### config.mk
export PLATFORM = sky130hd
export DESIGN_NAME = mul_div_unit
export DESIGN_NICKNAME = d
export VERILOG_FILES = /design/src/rtl/mul_div_pkg.sv /design/src/rtl/mul_div_step.sv /design/src/rtl/mul_div_unit.sv
export SDC_FILE = /design/constraint.sdc
export NUM_CORES = 1
export LEC_CHECK = 0
export BUFFER_PORTS_ARGS = -buffer_cell sky130_fd_sc_hd__buf_4
export CORE_ASPECT_RATIO = 2
export CORE_UTILIZATION = 40
export CTS_BUF_LIST = sky130_fd_sc_hd__clkbuf_8
export CTS_CLUSTER_DIAMETER = 100
export DETAILED_ROUTE_END_ITERATION = 10
export GPL_ROUTABILITY_DRIVEN = 0
export PLACE_DENSITY_LB_ADDON = 0.25
export SYNTH_ARGS = -nofsm -noshare
export SYNTH_HDL_FRONTEND = slang
export SYNTH_HIERARCHICAL = 1
export SYNTH_SLANG_ARGS = --single-unit
### constraint.sdc
create_clock -name clk -period 8.02 [get_ports clk]
set_clock_uncertainty 0.05 [all_clocks]
set_input_delay 2.406 -clock clk [delete_from_list [all_inputs] [get_ports clk]]
set_output_delay 2.406 -clock clk [all_outputs]
set_load 0.02 [all_outputs]
### src/rtl/mul_div_pkg.sv
// Shared types and constants for the RV32M multiply/divide unit.
// The op_e encoding equals the instruction's funct3 field.
package mul_div_pkg;

   typedef enum logic [2:0] {
      MUL    = 3'd0,
      MULH   = 3'd1,
      MULHSU = 3'd2,
      MULHU  = 3'd3,
      DIV    = 3'd4,
      DIVU   = 3'd5,
      REM    = 3'd6,
      REMU   = 3'd7
   } op_e;

   typedef enum logic [1:0] {
      IDLE = 2'd0,
      RUN  = 2'd1,
      DONE = 2'd2
   } state_e;

   // Fill bits, replicated to the register width: quotient on divide-by-zero, remainder on overflow.
   localparam logic DIV0_Q = 1'b1;
   localparam logic OVF_R  = 1'b0;

   function automatic logic is_div(input op_e op);
      return op[2];
   endfunction

   function automatic logic signed_a(input op_e op);
      return op inside {MUL, MULH, MULHSU, DIV, REM};
   endfunction

   function automatic logic signed_b(input op_e op);
      return op inside {MUL, MULH, DIV, REM};
   endfunction

endpackage

### src/rtl/mul_div_step.sv
// One radix-2 iteration on {acc, opnd}: shift-add for multiply, restoring trial subtract for divide.
// Purely combinational; the caller owns the registers and the iteration count.
module mul_div_step #(
   parameter int Width = 32
) (
   input  logic             div_mode,
   input  logic [Width-1:0] acc,
   input  logic [Width-1:0] opnd,
   input  logic [Width-1:0] addend,
   output logic [Width-1:0] acc_next,
   output logic [Width-1:0] opnd_next
);

   logic [Width:0] sum;
   logic [Width:0] shifted;
   logic           fits;

   // NOTE: every always_comb output gets a value on every path, otherwise a latch is inferred.
   always_comb begin
      sum     = {1'b0, acc} + (opnd[0] ? {1'b0, addend} : '0);
      shifted = {acc, opnd[Width-1]};
      fits    = shifted >= {1'b0, addend};
      if (div_mode) begin
         // The partial remainder stays below the divisor, so Width bits always hold it.
         acc_next  = Width'(fits ? shifted - {1'b0, addend} : shifted);
         opnd_next = {opnd[Width-2:0], fits};
      end else begin
         acc_next  = sum[Width:1];
         opnd_next = {sum[0], opnd[Width-1:1]};
      end
   end

endmodule

### src/rtl/mul_div_unit.sv
// Iterative RV32M multiply/divide unit returning its result on a one-cycle register-file write strobe.
// Define MULDIV_EARLY_OUT_EN to let special-case operands skip the iteration loop.
module mul_div_unit
   import mul_div_pkg::*;
#(
   parameter  int RegisterWidth = 32,
   parameter  int NRegisters    = 32,
   localparam int AddrWidth     = $clog2(NRegisters)
) (
   input  logic                     clk,
   input  logic                     reset,
   input  logic                     start,
   input  op_e                      op,
   input  logic [RegisterWidth-1:0] rs1Data,
   input  logic [RegisterWidth-1:0] rs2Data,
   input  logic [AddrWidth-1:0]     rdAddr,
   output logic                     busy,
   output logic                     wEn,
   output logic [AddrWidth-1:0]     wAddr,
   output logic [RegisterWidth-1:0] wData
);

   localparam int W          = RegisterWidth;
   localparam int CountWidth = $clog2(W);
   localparam logic [CountWidth-1:0] LastCount = CountWidth'(W - 1);
   localparam logic [W-1:0] MinSigned = {1'b1, {(W-1){1'b0}}};

   state_e                state, state_next;
   logic [CountWidth-1:0] count;
   logic                  accept, last;

   op_e                   op_q;
   logic [AddrWidth-1:0]  addr_q;
   logic [W-1:0]          acc, opnd, addend, result;
   logic                  neg_q, neg_r, special;

   logic                  a_neg, b_neg, div0, ovf, mul_zero, special_in;
   logic [W-1:0]          mag_a, mag_b, special_val;
   logic [W-1:0]          acc_next, opnd_next, quo, rem, final_result;
   logic [2*W-1:0]        prod_raw, prod;

   assign accept = (state == IDLE) && start;
   assign last   = (state == RUN) && (count == LastCount);

   // Operand decode at the accept edge: magnitudes, signs and the results that bypass the loop.
   always_comb begin
      a_neg      = signed_a(op) && rs1Data[W-1];
      b_neg      = signed_b(op) && rs2Data[W-1];
      mag_a      = a_neg ? -rs1Data : rs1Data;
      mag_b      = b_neg ? -rs2Data : rs2Data;
      div0       = is_div(op) && (rs2Data == '0);
      ovf        = (op inside {DIV, REM}) && (rs1Data == MinSigned) && (rs2Data == '1);
      mul_zero   = !is_div(op) && ((rs1Data == '0) || (rs2Data == '0));
      special_in = div0 || ovf || mul_zero;
      special_val = '0;
      if (div0)
         special_val = (op inside {DIV, DIVU}) ? {W{DIV0_Q}} : rs1Data;
      else if (ovf)
         special_val = (op == DIV) ? rs1Data : {W{OVF_R}};
   end

   mul_div_step #(.Width(W)) u_step (
      .div_mode  (is_div(op_q)),
      .acc       (acc),
      .opnd      (opnd),
      .addend    (addend),
      .acc_next  (acc_next),
      .opnd_next (opnd_next)
   );

   // Sign correction applied to the outcome of the final iteration.
   always_comb begin
      prod_raw = {acc_next, opnd_next};
      prod     = neg_q ? -prod_raw : prod_raw;
      quo      = neg_q ? -opnd_next : opnd_next;
      rem      = neg_r ? -acc_next : acc_next;
      case (op_q)
         MUL:                 final_result = prod[W-1:0];
         MULH, MULHSU, MULHU: final_result = prod[2*W-1:W];
         DIV, DIVU:           final_result = quo;
         default:             final_result = rem;
      endcase
   end

   // NOTE: sequential state uses non-blocking assignments so every register samples pre-edge values.
   always_ff @(posedge clk or negedge reset) begin
      if (!reset) state <= IDLE;
      else        state <= state_next;
   end

   always_comb begin
      state_next = state;
      case (state)
         IDLE: if (start) begin
`ifdef MULDIV_EARLY_OUT_EN
            state_next = special_in ? DONE : RUN;
`else
            state_next = RUN;
`endif
         end
         RUN:     if (last) state_next = DONE;
         DONE:    state_next = IDLE;
         default: state_next = IDLE;
      endcase
   end

   always_comb begin
      busy  = (state != IDLE);
      wEn   = (state == DONE);
      wAddr = wEn ? addr_q : '0;
      wData = wEn ? result : '0;
   end

   always_ff @(posedge clk or negedge reset) begin
      if (!reset)
         count <= '0;
      else if (state == RUN)
         count <= last ? '0 : count + CountWidth'(1);
   end

   // Special results are parked in the result register at accept; the loop then leaves it alone.
   always_ff @(posedge clk or negedge reset) begin
      if (!reset) begin
         op_q    <= MUL;
         addr_q  <= '0;
         acc     <= '0;
         opnd    <= '0;
         addend  <= '0;
         result  <= '0;
         neg_q   <= 1'b0;
         neg_r   <= 1'b0;
         special <= 1'b0;
      end else if (accept) begin
         op_q    <= op;
         addr_q  <= rdAddr;
         acc     <= '0;
         opnd    <= mag_a;
         addend  <= mag_b;
         result  <= special_val;
         neg_q   <= a_neg ^ b_neg;
         neg_r   <= a_neg;
         special <= special_in;
      end else if (state == RUN) begin
         acc  <= acc_next;
         opnd <= opnd_next;
         if (last && !special) result <= final_result;
      end
   end

endmodule

## Yosys cells after proc, flatten, opt, wreduce, memory -nomap -nowiden

Cells that the tools add are included.

| storage, ports and cells | value |
|---|---|
| flip-flop bits (word level) | 146 |
| bits of input ports | 75 |
| output and inout bits | 39 |
| word-level logic and storage cells | 95 |

| operators by class | value |
|---|---|
| add/sub/neg operators | 8 |
| $lt $le $gt $ge | 1 |
| equality and inequality tests | 17 |
| multiplexer cells | 27 |
| bitwise operators | 1 |
| reductions and logical operators | 30 |

Operators with widths:

| operator | count |
|---|---|
| $mux 32 | 20 |
| $neg 32->32 | 4 |
| $pmux 32 s3 | 1 |
| $eq 32x32->1 const B | 2 |
| $logic_not 32->1 | 2 |
| $mux 64 | 1 |
| $neg 64->64 | 1 |
| $add 32x32->33 | 1 |
| $ge 33x32->1 | 1 |
| $sub 32x32->32 | 1 |
| $eq 3x3->1 const B | 5 |
| $mux 5 | 2 |
| $reduce_bool 2->1 | 5 |
| $eq 3x2->1 const B | 3 |
| $logic_and 1x1->1 | 9 |
| $eq 3x1->1 const B | 2 |
| $logic_not 3->1 | 2 |
| $add 5x1->5 const B | 1 |
| $eq 5x5->1 const B | 1 |
| $reduce_bool 5->1 | 1 |
| $mux 2 | 2 |
| $ne 2x2->1 const B | 2 |
| $pmux 2 s2 | 1 |
| $reduce_and 2->1 | 2 |
| 9 further kinds | 12 |

## Logic depth before layout (Yosys ltp)

Gate-level depths: netlist of the first run.

| depth | value |
|---|---|
| depth in word-level cells | 9 |
| gate-level depth with buffers | 24 |
| mapped depth without buffers | 20 |

## By module

The synthesis of the first run kept the hierarchy.

By module, submodules not included:

| module | times used | cells each | area each (um^2) | sequential area each (um^2) |
|---|---|---|---|---|
| mul_div_unit | 1 | 1,336 | 10,463.8 | 3,653.5 |
| mul_div_step | 1 | 670 | 4,772.1 | 0.0 |

## Worst setup path before layout of the first run

No wires, ideal clock.

| path | value |
|---|---|
| path kind | flip-flop to flip-flop |
| start | register acc[12] |
| end | register result[26] |
| library setup time | 0.138 ns |
| data arrival time | 4.906 ns |
| data required time | 7.832 ns |
| setup slack | 2.927 ns |
| stages on the path, launching flop included | 22 |
| buffers on the path | 5 |
| clock period less this slack | 5.093 ns |
| cells stage by stage | dfrtp_1 -> ha_1 -> buf_6 -> and3_1 -> a211oi_2 -> nor3b_2 -> nand3_2 -> and2_4 -> a21o_4 -> a21oi_4 -> buf_6 -> buf_12 -> mux2i_1 -> a21oi_1 -> buf_6 -> or4_1 -> or4_1 -> clkbuf_1 -> o41a_1 -> a211o_1 -> a221oi_2 -> a211oi_1 |

| on the way | value |
|---|---|
| word-level cells in the longest chain between the ends | 9 |
| elaborated cells on any way between the ends | 16 |
| classes of those cells | 5 x add/sub; 1 x order compare; 10 x mux |

RTL lines:

| element | RTL line | RTL |
|---|---|---|
| from (decl) | mul_div_unit.sv:34 | `logic [W-1:0] acc, opnd, addend, result;` |
| from (signal assigned) | mul_div_unit.sv:144 | `acc <= acc_next;` |
| $sub 32x32->32 or $ge 33x32->1 (tied branches) | mul_div_step.sv:25, mul_div_step.sv:22 |  |
| $mux 32 | mul_div_step.sv:25 | `acc_next = Width'(fits ? shifted - {1'b0, addend} : shifted);` |
| $mux 32 (*) | mul_div_step.sv:23 | `if (div_mode) begin` |
| via acc_next[13] | mul_div_unit.sv:39 | `logic [W-1:0] acc_next, opnd_next, quo, rem, final_result;` |
| $neg 64->64 or $neg 32->32 (tied branches) | mul_div_unit.sv:74, mul_div_unit.sv:76 |  |
| $mux 64 or $mux 32 (tied branches) | mul_div_unit.sv:74, mul_div_unit.sv:76 |  |
| $pmux 32 s3 (*) | mul_div_unit.sv:77 | `case (op_q)` |
| $mux 32 (*) | mul_div_unit.sv:146 | `if (last && !special) result <= final_result;` |
| $mux 32 (*) | mul_div_unit.sv:143 | `end else if (state == RUN) begin` |
| $mux 32 (*) | mul_div_unit.sv:133 | `end else if (accept) begin` |
| to (signal assigned) | mul_div_unit.sv:139 | `result <= special_val;` |
| to (signal assigned) | mul_div_unit.sv:146 |  |
| to (decl) | mul_div_unit.sv:34 |  |

Mark *: on every way through the listed nets, which the timed path passes. The rest lies on a longest branch. The select of a mux whose other input is x is not followed.
A chain may end at the register's enable or synchronous reset.

## Worst setup path in the final report of the first run

| path | value |
|---|---|
| start | register addend[27] |
| end | register result[22] |

| on the way | value |
|---|---|
| word-level cells in the longest chain between the ends | 9 |
| elaborated cells on any way between the ends | 14 |
| classes of those cells | 3 x add/sub; 1 x order compare; 10 x mux |

RTL lines:

| element | RTL line | RTL |
|---|---|---|
| from (decl) | mul_div_unit.sv:34 |  |
| from (signal assigned) | mul_div_unit.sv:138 | `addend <= mag_b;` |
| $ge 33x32->1 (*) | mul_div_step.sv:22 | `fits = shifted >= {1'b0, addend};` |
| $mux 32 (*) | mul_div_step.sv:25 |  |
| $mux 32 (*) | mul_div_step.sv:23 |  |
| via acc_next[0] | mul_div_unit.sv:39 |  |
| $neg 64->64 or $neg 32->32 (tied branches) | mul_div_unit.sv:74, mul_div_unit.sv:76 |  |
| $mux 64 or $mux 32 (tied branches) | mul_div_unit.sv:74, mul_div_unit.sv:76 |  |
| $pmux 32 s3 (*) | mul_div_unit.sv:77 |  |
| $mux 32 (*) | mul_div_unit.sv:146 |  |
| $mux 32 (*) | mul_div_unit.sv:143 |  |
| $mux 32 (*) | mul_div_unit.sv:133 |  |

Marks and branches as above.

==> tab_implementation.tex, run 1 <==
\begin{tabular}{lr}
\hline
Metric & Value \\
\hline
\multicolumn{2}{l}{\textbf{Status}} \\
Outcome & complete, no violations \\
\multicolumn{2}{l}{\textbf{Layout}} \\
Combined area of the multi-input logic cells & 0.0108 sq mm \\
Sequential cell area & around 0.0037 sq mm \\
Fraction of layout cells with a size suffix above 1 & 0.122 \\
Net total in the final layout & about 2200 \\
Filler Cell Count & 3769 \\
P\&R area growth vs syn & 9.85\% \\
Summed area of non-filler cells in the final layout & 0.0167 sq mm \\
\multicolumn{2}{l}{\textbf{STA}} \\
Slew @ Worst Pin & 1.43 ns \\
Final hold violations & 0 \\
Pins over their slew limit & 0 \\
Clock period minus final worst setup slack & about 6.5 ns \\
Number of failing setup endpoints in the final timing report & 0 \\
Part of the cycle the worst path needs & 0.813 \\
Worst hold slack after final layout & about 0.43 ns \\
Maximum achievable frequency & approximately 0.15 GHz \\
Setup repair after global routing missed its margin & no \\
Worst-case headroom to the max-slew limit & 0.0348 \\
Final setup TNS & 0 ns \\
Final worst setup slack & around 1.5 ns \\
\multicolumn{2}{l}{\textbf{Global routing}} \\
Met3 track demand over resource & 0.0397 \\
Global-route wire length before repair & about 89000 um \\
Maximum number of pins on one net before global-route repair & 78 \\
Initial antenna violation count & 1 \\
Total routing usage reported by global routing & 0.298 \\
Global route overflow & 0 \\
Met1 global-route usage & 0.283 \\
Met2 usage in global routing & 0.554 \\
Number of global-route vias before repair & around 16000 \\
Busiest layer in global routing & met2 \\
\multicolumn{2}{l}{\textbf{Placed design}} \\
Worst-case setup slack after placement & approximately 1.6 ns \\
Area after DPL & about 0.016 sq mm \\
Detailed Place HPWL & 43700 um \\
Buffers added on ports & around 110 \\
\multicolumn{2}{l}{\textbf{CTS}} \\
Post-CTS setup buffers & 0 \\
Total clock buffers created by CTS & 17 \\
CTS max path bufs & 2 \\
CTS Sinks & roughly 150 \\
Post-cts gate resize count & 0 \\
Clock latency of the later-clocked register in the worst-skew pair & 0.52 ns \\
Clock slew seen by the registers of the worst setup and hold paths & 0.10 ns \\
Hold bufs inserted after CTS & 0 \\
CTS HTree Levels & 4 \\
Buffer cell driving the clock tree root & sky130\_fd\_sc\_hd\_\_clkbuf\_8 \\
Clock tree from TritonCTS & built \\
\multicolumn{2}{l}{\textbf{Routing}} \\
Count of unresolved DRC violations after routing & 0 \\
Average detailed-routed wire length per instance & 23.0 um \\
Ratio of routed vias to standard cells & between 6 and 7 \\
Detailed-routing iteration count for the pre-antenna-repair pass & 6 \\
Antenna violation net count after detailed routing & 0 \\
Number of vias after detailed routing & about 16000 \\
Number of DRC violations after detailed-routing iteration 0 & 1125 \\
Drt total wl & around 58000 um \\
\multicolumn{2}{l}{\textbf{Floorplanning}} \\
Starting utilization of the core area & 0.407 \\
Number of top-level pins & around 110 \\
Die footprint & approximately 0.04 sq mm \\
Area of the core region & 0.0374 sq mm \\
Row count & 100 \\
Chip width & around 140 um \\
Height of the die & approximately 280 um \\
\multicolumn{2}{l}{\textbf{Yosys}} \\
Mapped Cells & approximately 2000 \\
Area leader, netlist & sky130\_fd\_sc\_hd\_\_dfrtp\_1 \\
Top post-synthesis cells by area & sky130\_fd\_sc\_hd\_\_dfrtp\_1, sky130\_fd\_sc\_hd\_\_nand2\_1, sky130\_fd\_sc\_hd\_\_xnor2\_1 \\
Sequential-to-total area share from yosys stat & 0.240 \\
Count of synthesis-stage warnings from yosys & 6 \\
Top\_reg\_cell synth & sky130\_fd\_sc\_hd\_\_dfrtp\_1 \\
Post-synthesis instance area & 0.0152 sq mm \\
Async set or reset register ratio after synthesis & 1.00 \\
Number of register bits inferred by synthesis & $\sim$150 \\
Avg Cell Area, Syn & roughly 7.6 sq um \\
Syn\_nets & approximately 2200 \\
EDFF count, synth & 0 \\
Area share of the largest cell type after synthesis & 0.240 \\
Number of distinct library cells after synthesis & 86 \\
\multicolumn{2}{l}{\textbf{Worst setup path}} \\
CP Launch Type & flop \\
Data arrival time at the worst-slack endpoint & between 6 and 7 ns \\
Largest driver fanout on the critical path & 33 \\
Endpoint required time on the critical path & approximately 8.3 ns \\
Type of the worst setup path & flop to flop \\
Crit end category & flop \\
\multicolumn{2}{l}{\textbf{Hold path}} \\
Kind of path behind the tightest hold check & flop to flop \\
\multicolumn{2}{l}{\textbf{Flow run}} \\
Count of max-cap constraint violations & 0 \\
\hline
\end{tabular}
## worst max-delay path, cell delays in order, from the launching register on
cell,delay (ns)
sky130_fd_sc_hd__dfrtp_1,0.63
sky130_fd_sc_hd__inv_1,0.10
sky130_fd_sc_hd__ha_1,0.40
sky130_fd_sc_hd__nand4_1,0.26
sky130_fd_sc_hd__nor2_1,0.11
sky130_fd_sc_hd__a31oi_1,0.21
sky130_fd_sc_hd__o21ai_0,0.12
sky130_fd_sc_hd__a211o_1,0.37
sky130_fd_sc_hd__a21oi_4,0.26
sky130_fd_sc_hd__buf_4,0.53
sky130_fd_sc_hd__or2_1,0.17
sky130_fd_sc_hd__a31oi_1,0.20
sky130_fd_sc_hd__inv_1,0.25
sky130_fd_sc_hd__ha_1,0.20
sky130_fd_sc_hd__nor3b_1,0.51
sky130_fd_sc_hd__nand3_1,0.57
sky130_fd_sc_hd__or2_0,0.55
sky130_fd_sc_hd__o211ai_1,0.25
sky130_fd_sc_hd__o31ai_1,0.10
sky130_fd_sc_hd__a211oi_1,0.39
sky130_fd_sc_hd__nor3_1,0.10
## cell families after synthesis
family                     synth area share
and+or+nand+nor                       0.242
AOI/OAI and AO/OA                     0.251
buffers and inverters                0.0540
xor gates and xnor gates              0.102
DFF                                   0.240
adders and majority gates            0.0609
muxes                                0.0499
## through the flow
step | instances | utilization
detailed placement | 2472 | 0.437
global route | 2505 | 0.447
global placement | 2472 | 0.437
CTS | 2504 | 0.447
floorplan | 2006 | -
finish | 2505 | 0.447
## final timing paths
path / end / cells after the start / startpoint / slack (ns)
max in group asynchronous: neg_q$_DFFE_PN0P_ / 2 / reset / 5.00
min in group asynchronous: addr_q[1]$_DFFE_PN0P_ / 1 / reset / 1.70
max reg2reg: result[22]$_DFFE_PN0P_ / 20 / addend[27]$_DFFE_PN0P_ / 1.50
min: addr_q[3]$_DFFE_PN0P_ / 2 / addr_q[3]$_DFFE_PN0P_ / 0.43
max: result[22]$_DFFE_PN0P_ / 20 / addend[27]$_DFFE_PN0P_ / 1.50
min reg2reg: addr_q[3]$_DFFE_PN0P_ / 2 / addr_q[3]$_DFFE_PN0P_ / 0.43
## routing by layer
metal | vias to the layer above | wire (um)
met3 | 247 | 2230
met2 | 613 | 30300
li1 | 7290 | -
met4 | 0 | 5370
met5 | - | 0
met1 | 7492 | 19600
## synthesized netlist by cell type (all sizes together), types with 10 or more instances
| cell type | n |
|---|---|
| a211oi | 22 |
| a21o | 32 |
| a21oi | 113 |
| a221oi | 12 |
| a31oi | 49 |
| and2 | 78 |
| and3 | 15 |
| buf | 21 |
| clkbuf | 113 |
| dfrtp | 146 |
| ha | 71 |
| inv | 67 |
| mux2 | 32 |
| mux2i | 40 |
| nand2 | 283 |
| nand2b | 14 |
| nand3 | 33 |
| nand4 | 28 |
| nor2 | 136 |
| nor2b | 15 |
| nor3 | 44 |
| nor4 | 31 |
| o211ai | 21 |
| o21a | 10 |
| o21ai | 170 |
| o21bai | 14 |
| o221ai | 16 |
| o22ai | 17 |
| o31ai | 40 |
| o41ai | 23 |
| or2 | 10 |
| or3 | 24 |
| or4 | 22 |
| xnor2 | 112 |
| xor2 | 65 |
## sequential cells by signal (all words and copies together), names as in the netlist, 2 cells and up
signal / count
addend: 32
count: 5
addr_q: 5
acc: 32
state: 2
opnd: 32
op_q: 3
result: 32
## final cells by class
type                            instances  share of cell area
Antenna cell                            1            0.000150
Tap cell                              459              0.0343
Sequential cell                       146               0.218
Multi-Input combinational cell       1659               0.645
Clock inverter                         15              0.0100
Timing Repair Buffer                  141              0.0635
Inverter                               67              0.0150
Clock buffer                           17              0.0140
## cells in the final DEF, fill, tap and decap left out, types with 14 or more instances in the layout
master / n
sky130_fd_sc_hd__dfrtp_1: 144
sky130_fd_sc_hd__nor3_1: 44
sky130_fd_sc_hd__nor2_1: 136
sky130_fd_sc_hd__a211oi_1: 20
sky130_fd_sc_hd__o22ai_1: 17
sky130_fd_sc_hd__nand3_1: 31
sky130_fd_sc_hd__buf_4: 140
sky130_fd_sc_hd__nor4_1: 30
sky130_fd_sc_hd__clkbuf_8: 17
sky130_fd_sc_hd__inv_1: 68
sky130_fd_sc_hd__nand2_1: 282
sky130_fd_sc_hd__mux2_2: 32
sky130_fd_sc_hd__and2_1: 76
sky130_fd_sc_hd__o221ai_1: 15
sky130_fd_sc_hd__xor2_1: 65
sky130_fd_sc_hd__o21ai_0: 161
sky130_fd_sc_hd__xnor2_1: 112
sky130_fd_sc_hd__o211ai_1: 21
sky130_fd_sc_hd__a31oi_1: 49
sky130_fd_sc_hd__o21bai_1: 14
sky130_fd_sc_hd__and3_1: 15
sky130_fd_sc_hd__a21oi_1: 110
sky130_fd_sc_hd__nand4_1: 27
sky130_fd_sc_hd__or3_1: 24
sky130_fd_sc_hd__o41ai_1: 20
sky130_fd_sc_hd__or4_1: 21
sky130_fd_sc_hd__a21o_1: 31
sky130_fd_sc_hd__ha_1: 71
sky130_fd_sc_hd__mux2i_1: 40
sky130_fd_sc_hd__o31ai_1: 40
Power of run 1 is left out: the tool's default activity adds up to more than one toggle a clock period on the data nets, which glitch-free logic cannot reach.
==> inputs of run 2 (changes only) <==
==> constraint.sdc (replaced) <==
create_clock -name clk -period 6.82 [get_ports clk]
set_clock_uncertainty 0.05 [all_clocks]
set_input_delay 2.046 -clock clk [delete_from_list [all_inputs] [get_ports clk]]
set_output_delay 2.046 -clock clk [all_outputs]
set_load 0.02 [all_outputs]
==> tab_implementation.tex, run 2 (same netlist as run 1, synthesis figures left out) <==
\begin{tabular}{lr}
\hline
Metric & Value \\
\hline
\multicolumn{2}{l}{\textbf{Worst setup path}} \\
Largest driver fanout on the critical path & 23 \\
Crit end category & flop \\
Type of the worst setup path & flop to flop \\
CP Launch Type & flop \\
Internal reg-to-reg setup slack & 0.43 ns \\
Reg2Reg Depth & 20 \\
Slowest CP cell & sky130\_fd\_sc\_hd\_\_a21oi\_4 \\
Largest incremental delay on the critical path & about 0.67 ns \\
Cell chain of the critical path & inv\_1 -> ha\_1 -> nand4\_1 -> nor3\_1 -> a31oi\_1 -> o21ai\_0 -> a211o\_1 -> a21oi\_4 -> buf\_4 -> mux2i\_1 -> o21ai\_1 -> inv\_1 -> ha\_1 -> nor3b\_1 -> nand3\_1 -> or4\_1 -> o21ai\_0 -> xnor2\_1 -> a21oi\_1 -> nor3\_1 \\
Endpoint required time on the critical path & just over 7 ns \\
End of the worst register-to-register path & result[20]\$\_DFFE\_PN0P\_ \\
Origin of the critical flop-to-flop path & addend[20]\$\_DFFE\_PN0P\_ \\
Data arrival time at the worst-slack endpoint & roughly 6.7 ns \\
\multicolumn{2}{l}{\textbf{CTS}} \\
CTS Sinks & 146 \\
Clock latency of the later-clocked register in the worst-skew pair & about 0.52 ns \\
Hold bufs inserted after CTS & 0 \\
Clock tree from TritonCTS & built \\
Clock slew seen by the registers of the worst setup and hold paths & approximately 0.1 ns \\
Post-cts gate resize count & 0 \\
CTS max path bufs & 2 \\
CTS HTree Levels & 4 \\
Buffer cell driving the clock tree root & sky130\_fd\_sc\_hd\_\_clkbuf\_8 \\
Post-CTS setup buffers & 0 \\
Total clock buffers created by CTS & 17 \\
\multicolumn{2}{l}{\textbf{STA}} \\
Final setup TNS & 0 ns \\
Worst-case headroom to the max-slew limit & 0.269 \\
Setup repair after global routing missed its margin & no \\
Final hold violations & 0 \\
Number of failing setup endpoints in the final timing report & 0 \\
Part of the cycle the worst path needs & 0.937 \\
Clock period minus final worst setup slack & about 6.4 ns \\
Maximum achievable frequency & $\sim$0.16 GHz \\
Pins over their slew limit & 0 \\
Final worst setup slack & 0.427 ns \\
Slew @ Worst Pin & 1.09 ns \\
\multicolumn{2}{l}{\textbf{Layout}} \\
Net total in the final layout & around 2200 \\
Most common library cell in the layout ignoring fill and taps & sky130\_fd\_sc\_hd\_\_nand2\_1 \\
Commonest cells after routing, fill and taps aside & sky130\_fd\_sc\_hd\_\_nand2\_1, sky130\_fd\_sc\_hd\_\_buf\_4, sky130\_fd\_sc\_hd\_\_o21ai\_0 \\
P\&R area growth vs syn & 11.2\% \\
Filler Cell Count & 3792 \\
Fraction of layout cells with a size suffix above 1 & 0.134 \\
Post-layout util & 0.453 \\
\multicolumn{2}{l}{\textbf{Placed design}} \\
Detailed Place HPWL & approximately 47000 um \\
Buffers added on ports & $\sim$110 \\
Worst-case setup slack after placement & slightly below 0.7 ns \\
\multicolumn{2}{l}{\textbf{Global routing}} \\
Maximum number of pins on one net before global-route repair & 78 \\
Met1 global-route usage & 0.303 \\
Initial antenna violation count & 2 \\
Global route overflow & 0 \\
Number of global-route vias before repair & about 16000 \\
Busiest layer in global routing & met2 \\
Total routing usage reported by global routing & 0.322 \\
Met3 track demand over resource & 0.0437 \\
Met2 usage in global routing & 0.598 \\
Global-route wire length before repair & approximately 94000 um \\
\multicolumn{2}{l}{\textbf{Routing}} \\
Drt total wl & 62100 um \\
Ratio of routed vias to standard cells & 6.34 \\
Count of unresolved DRC violations after routing & 0 \\
Average detailed-routed wire length per instance & 24.5 um \\
Number of vias after detailed routing & $\sim$16000 \\
Number of DRC violations after detailed-routing iteration 0 & about 1300 \\
Antenna violation net count after detailed routing & 0 \\
Detailed-routing iteration count for the pre-antenna-repair pass & 6 \\
\multicolumn{2}{l}{\textbf{Floorplanning}} \\
Area of the core region & roughly 0.037 sq mm \\
Die footprint & slightly below 0.04 sq mm \\
Row count & 100 \\
Starting utilization of the core area & 0.407 \\
Number of top-level pins & roughly 110 \\
Chip width & 140 um \\
Height of the die & between 200 and 300 um \\
\multicolumn{2}{l}{\textbf{Status}} \\
Outcome & complete, no violations \\
\multicolumn{2}{l}{\textbf{Hold path}} \\
Start point of the worst hold path & addr\_q[1]\$\_DFFE\_PN0P\_ \\
Destination of the worst hold path & addr\_q[1]\$\_DFFE\_PN0P\_ \\
Kind of path behind the tightest hold check & flop to flop \\
Cell depth of the worst min-delay path & 2 \\
\multicolumn{2}{l}{\textbf{Flow run}} \\
Count of max-cap constraint violations & 0 \\
\hline
\end{tabular}
run 2: layout make-up:
| type | count | area, sq um | area share |
|---|---|---|---|
| antenna | 1 | 2.50 | 0.000148 |
| multi-input combinational | 1659 | 10800 | 0.637 |
| sequential | 146 | 3660 | 0.216 |
| clock inverter | 15 | 168 | 0.00990 |
| tap | 459 | 574 | 0.0339 |
| inverter | 67 | 251 | 0.0148 |
| timing repair buffer | 167 | 1260 | 0.0742 |
| clock buffer | 17 | 234 | 0.0138 |
run 2: through the flow:
stage	instance area, sq um	instances	hold WS [ns]
6_report	16900	2531	0.426
5_1_grt	16900	2531	0.469
4_1_cts	16900	2530	0.430
3_5_place_dp	16500	2498	0.404
3_3_place_gp	16500	2498	0.399
2_1_floorplan	15200	2006	0.387
run 2: layer usage:
layer | up-vias | routed length [um] | part of all wire
li1 | 7343 | - | -
met1 | 7679 | 20300 | 0.33
met2 | 724 | 32800 | 0.53
met3 | 286 | 2990 | 0.048
met4 | 2 | 6030 | 0.097
met5 | - | 13 | 0.00021
run 2: worst max path at each step:
stage	start	end	slack, ns	cells past startpoint
4_1_cts	addend[20]$_DFFE_PN0P_	result[16]$_DFFE_PN0P_	0.65	20
6_report	addend[20]$_DFFE_PN0P_	result[20]$_DFFE_PN0P_	0.43	20
3_5_place_dp	addend[20]$_DFFE_PN0P_	result[20]$_DFFE_PN0P_	0.69	20
2_1_floorplan	acc[12]$_DFFE_PN0P_	result[26]$_DFFE_PN0P_	1.73	21
5_1_grt	addend[20]$_DFFE_PN0P_	result[16]$_DFFE_PN0P_	0.22	20
3_3_place_gp	addend[20]$_DFFE_PN0P_	result[16]$_DFFE_PN0P_	0.75	20
run 2: critical path: cells and delay by family, from the launching register on:
family,cells,cell delay [ns]
xor+xnor,1,0.13
simple gates,6,1.99
compound gates,7,1.98
mux,1,0.23
fa+ha+maj,2,0.59
buf+inv,3,0.69
flops,1,0.56
Power of run 2 is left out for the same reason.
==> inputs of run 3 (changes only) <==
==> constraint.sdc (replaced) <==
create_clock -name clk -period 6.82 [get_ports clk]
set_clock_uncertainty 0.05 [all_clocks]
set_input_delay 1.023 -clock clk [delete_from_list [all_inputs] [get_ports clk]]
set_output_delay 1.023 -clock clk [all_outputs]
set_load 0.02 [all_outputs]
==> tab_implementation.tex, run 3 (same netlist as run 1, synthesis figures left out) <==
\begin{tabular}{lr}
\hline
Metric & Value \\
\hline
\multicolumn{2}{l}{\textbf{Worst setup path}} \\
Category of cells accounting for the largest share of critical-path delay & compound AO/OA/AOI/OAI gates \\
End of the worst register-to-register path & result[27]\$\_DFFE\_PN0P\_ \\
Cell chain of the critical path & ha\_1 -> and3\_1 -> nand2\_1 -> nor4\_1 -> a31oi\_1 -> o21ai\_0 -> a211o\_1 -> a21oi\_4 -> buf\_4 -> a221oi\_1 -> a21oi\_1 -> or4\_1 -> nor4\_1 -> buf\_4 -> nor3\_1 -> a211oi\_1 -> o21ai\_0 -> a21oi\_1 -> a211oi\_1 \\
Crit end category & flop \\
CP Launch Type & flop \\
Largest driver fanout on the critical path & 21 \\
Data arrival time at the worst-slack endpoint & around 6.7 ns \\
Largest incremental delay on the critical path & between 0.7 and 0.8 ns \\
Endpoint required time on the critical path & slightly above 7 ns \\
Reg2Reg Depth & 19 \\
Type of the worst setup path & flop to flop \\
Internal reg-to-reg setup slack & 0.46 ns \\
Slowest CP cell & sky130\_fd\_sc\_hd\_\_or4\_1 \\
Origin of the critical flop-to-flop path & acc[15]\$\_DFFE\_PN0P\_ \\
Bufs and invs on worst path & 2 \\
\multicolumn{2}{l}{\textbf{STA}} \\
Worst-case headroom to the max-slew limit & 0.0519 \\
Part of the cycle the worst path needs & 0.932 \\
Number of failing setup endpoints in the final timing report & 0 \\
Maximum achievable frequency & approximately 0.16 GHz \\
Clock period minus final worst setup slack & $\sim$6.4 ns \\
Slew @ Worst Pin & 1.41 ns \\
Pins over their slew limit & 0 \\
Setup repair after global routing missed its margin & no \\
Final worst setup slack & 0.462 ns \\
Final setup TNS & 0 ns \\
Final hold violations & 0 \\
\multicolumn{2}{l}{\textbf{Layout}} \\
Combined area of the multi-input logic cells & 0.0108 sq mm \\
Sequential cell area & roughly 0.0037 sq mm \\
Filler Cell Count & 3824 \\
Fraction of layout cells with a size suffix above 1 & 0.132 \\
Commonest cells after routing, fill and taps aside & sky130\_fd\_sc\_hd\_\_nand2\_1, sky130\_fd\_sc\_hd\_\_buf\_4, sky130\_fd\_sc\_hd\_\_o21ai\_0 \\
Most common library cell in the layout ignoring fill and taps & sky130\_fd\_sc\_hd\_\_nand2\_1 \\
P\&R area growth vs syn & 10.7\% \\
Net total in the final layout & 2203 \\
\multicolumn{2}{l}{\textbf{CTS}} \\
Clock slew seen by the registers of the worst setup and hold paths & between 0.1 and 0.15 ns \\
Clock latency of the later-clocked register in the worst-skew pair & between 0.5 and 0.6 ns \\
Buffer cell driving the clock tree root & sky130\_fd\_sc\_hd\_\_clkbuf\_8 \\
Post-cts gate resize count & 0 \\
Post-CTS setup buffers & 0 \\
Clock tree from TritonCTS & built \\
CTS Sinks & approximately 150 \\
CTS max path bufs & 2 \\
Hold bufs inserted after CTS & 0 \\
Total clock buffers created by CTS & 17 \\
CTS HTree Levels & 4 \\
\multicolumn{2}{l}{\textbf{Hold path}} \\
Cell depth of the worst min-delay path & 2 \\
Kind of path behind the tightest hold check & flop to flop \\
Destination of the worst hold path & addr\_q[0]\$\_DFFE\_PN0P\_ \\
Start point of the worst hold path & addr\_q[0]\$\_DFFE\_PN0P\_ \\
\multicolumn{2}{l}{\textbf{Routing}} \\
Antenna violation net count after detailed routing & 0 \\
Detailed-routing iteration count for the pre-antenna-repair pass & 6 \\
Drt total wl & just over 60000 um \\
Count of unresolved DRC violations after routing & 0 \\
Number of DRC violations after detailed-routing iteration 0 & 1472 \\
Average detailed-routed wire length per instance & 24.1 um \\
Ratio of routed vias to standard cells & around 6.3 \\
Number of vias after detailed routing & about 16000 \\
\multicolumn{2}{l}{\textbf{Floorplanning}} \\
Starting utilization of the core area & 0.407 \\
Height of the die & 278 um \\
Chip width & 140 um \\
Number of top-level pins & between 100 and 150 \\
Row count & 100 \\
Die footprint & 0.0389 sq mm \\
Area of the core region & approximately 0.037 sq mm \\
\multicolumn{2}{l}{\textbf{Flow run}} \\
Count of max-cap constraint violations & 0 \\
\multicolumn{2}{l}{\textbf{Placed design}} \\
Worst-case setup slack after placement & around 0.58 ns \\
Detailed Place HPWL & between 40000 and 50000 um \\
Buffers added on ports & 113 \\
\multicolumn{2}{l}{\textbf{Global routing}} \\
Total routing usage reported by global routing & 0.315 \\
Global-route wire length before repair & between 90000 and 100000 um \\
Number of global-route vias before repair & 15800 \\
Initial antenna violation count & 2 \\
Global route overflow & 0 \\
Maximum number of pins on one net before global-route repair & between 80 and 90 \\
\multicolumn{2}{l}{\textbf{Status}} \\
Outcome & complete, no violations \\
\hline
\end{tabular}
-- run 3: cell count changes in the layout (fill, tap and decap cells not counted) --
cell | previous run | this run
sky130_fd_sc_hd__buf_4 | 166 | 163
sky130_fd_sc_hd__inv_8 | 4 | 2
sky130_fd_sc_hd__bufinv_16 | 1 | 0
sky130_fd_sc_hd__clkinv_2 | 0 | 1
sky130_fd_sc_hd__clkinv_4 | 3 | 4
sky130_fd_sc_hd__clkinv_8 | 1 | 0
sky130_fd_sc_hd__inv_1 | 67 | 68
sky130_fd_sc_hd__inv_6 | 4 | 5
sky130_fd_sc_hd__nor3_1 | 44 | 43
sky130_fd_sc_hd__nor3_2 | 0 | 1
sky130_fd_sc_hd__nor4_1 | 29 | 30
sky130_fd_sc_hd__nor4_2 | 2 | 1
-- run 3: layout make-up --
cell class / instances / share of cell area
repair buffers: 164 / 0.0732
flip-flops and latches: 146 / 0.217
inverters: 67 / 0.0149
clock buffers: 17 / 0.0139
well taps: 459 / 0.0340
clock inverters: 15 / 0.00742
multi-input cells: 1659 / 0.640
diodes: 1 / 0.000148
-- run 3: per-layer routing --
layer / vias to the layer above / share of wire / global-route usage
li1: 7344 / - / -
met1: 7581 / 0.34 / 0.302
met2: 704 / 0.52 / 0.585
met3: 260 / 0.051 / 0.0409
met4: 0 / 0.092 / 0.273
met5: - / 0 / 0
-- run 3: tightest hold or removal path, delay by kind of cell, from the launching register on --
family           cells  cell delay, ns
AND/OR/NAND/NOR      2            0.11
flip-flops           1            0.35
-- run 3: worst max path at each step --
| stage | end | slack (ns) | start | cells after the start |
|---|---|---|---|---|
| global route | result[27]$_DFFE_PN0P_ | 0.26 | acc[11]$_DFFE_PN0P_ | 20 |
| global placement | result[27]$_DFFE_PN0P_ | 0.63 | addend[21]$_DFFE_PN0P_ | 19 |
| finish | result[27]$_DFFE_PN0P_ | 0.46 | acc[15]$_DFFE_PN0P_ | 19 |
| CTS | result[27]$_DFFE_PN0P_ | 0.56 | addend[21]$_DFFE_PN0P_ | 19 |
| floorplan | result[26]$_DFFE_PN0P_ | 1.73 | acc[12]$_DFFE_PN0P_ | 21 |
| detailed placement | result[27]$_DFFE_PN0P_ | 0.58 | addend[21]$_DFFE_PN0P_ | 19 |
-- run 3: per-stage QoR --
stage / area (sq um) / cells / hold WS [ns] / util
final: 16900 / 2528 / 0.436 / 0.451
after global routing: 16900 / 2528 / 0.464 / 0.451
after CTS: 16900 / 2527 / 0.438 / 0.451
after detailed placement: 16500 / 2495 / 0.412 / 0.441
after global placement: 16500 / 2495 / 0.400 / 0.441
after floorplan: 15200 / 2006 / 0.387 / -
Power of run 3 is left out for the same reason.
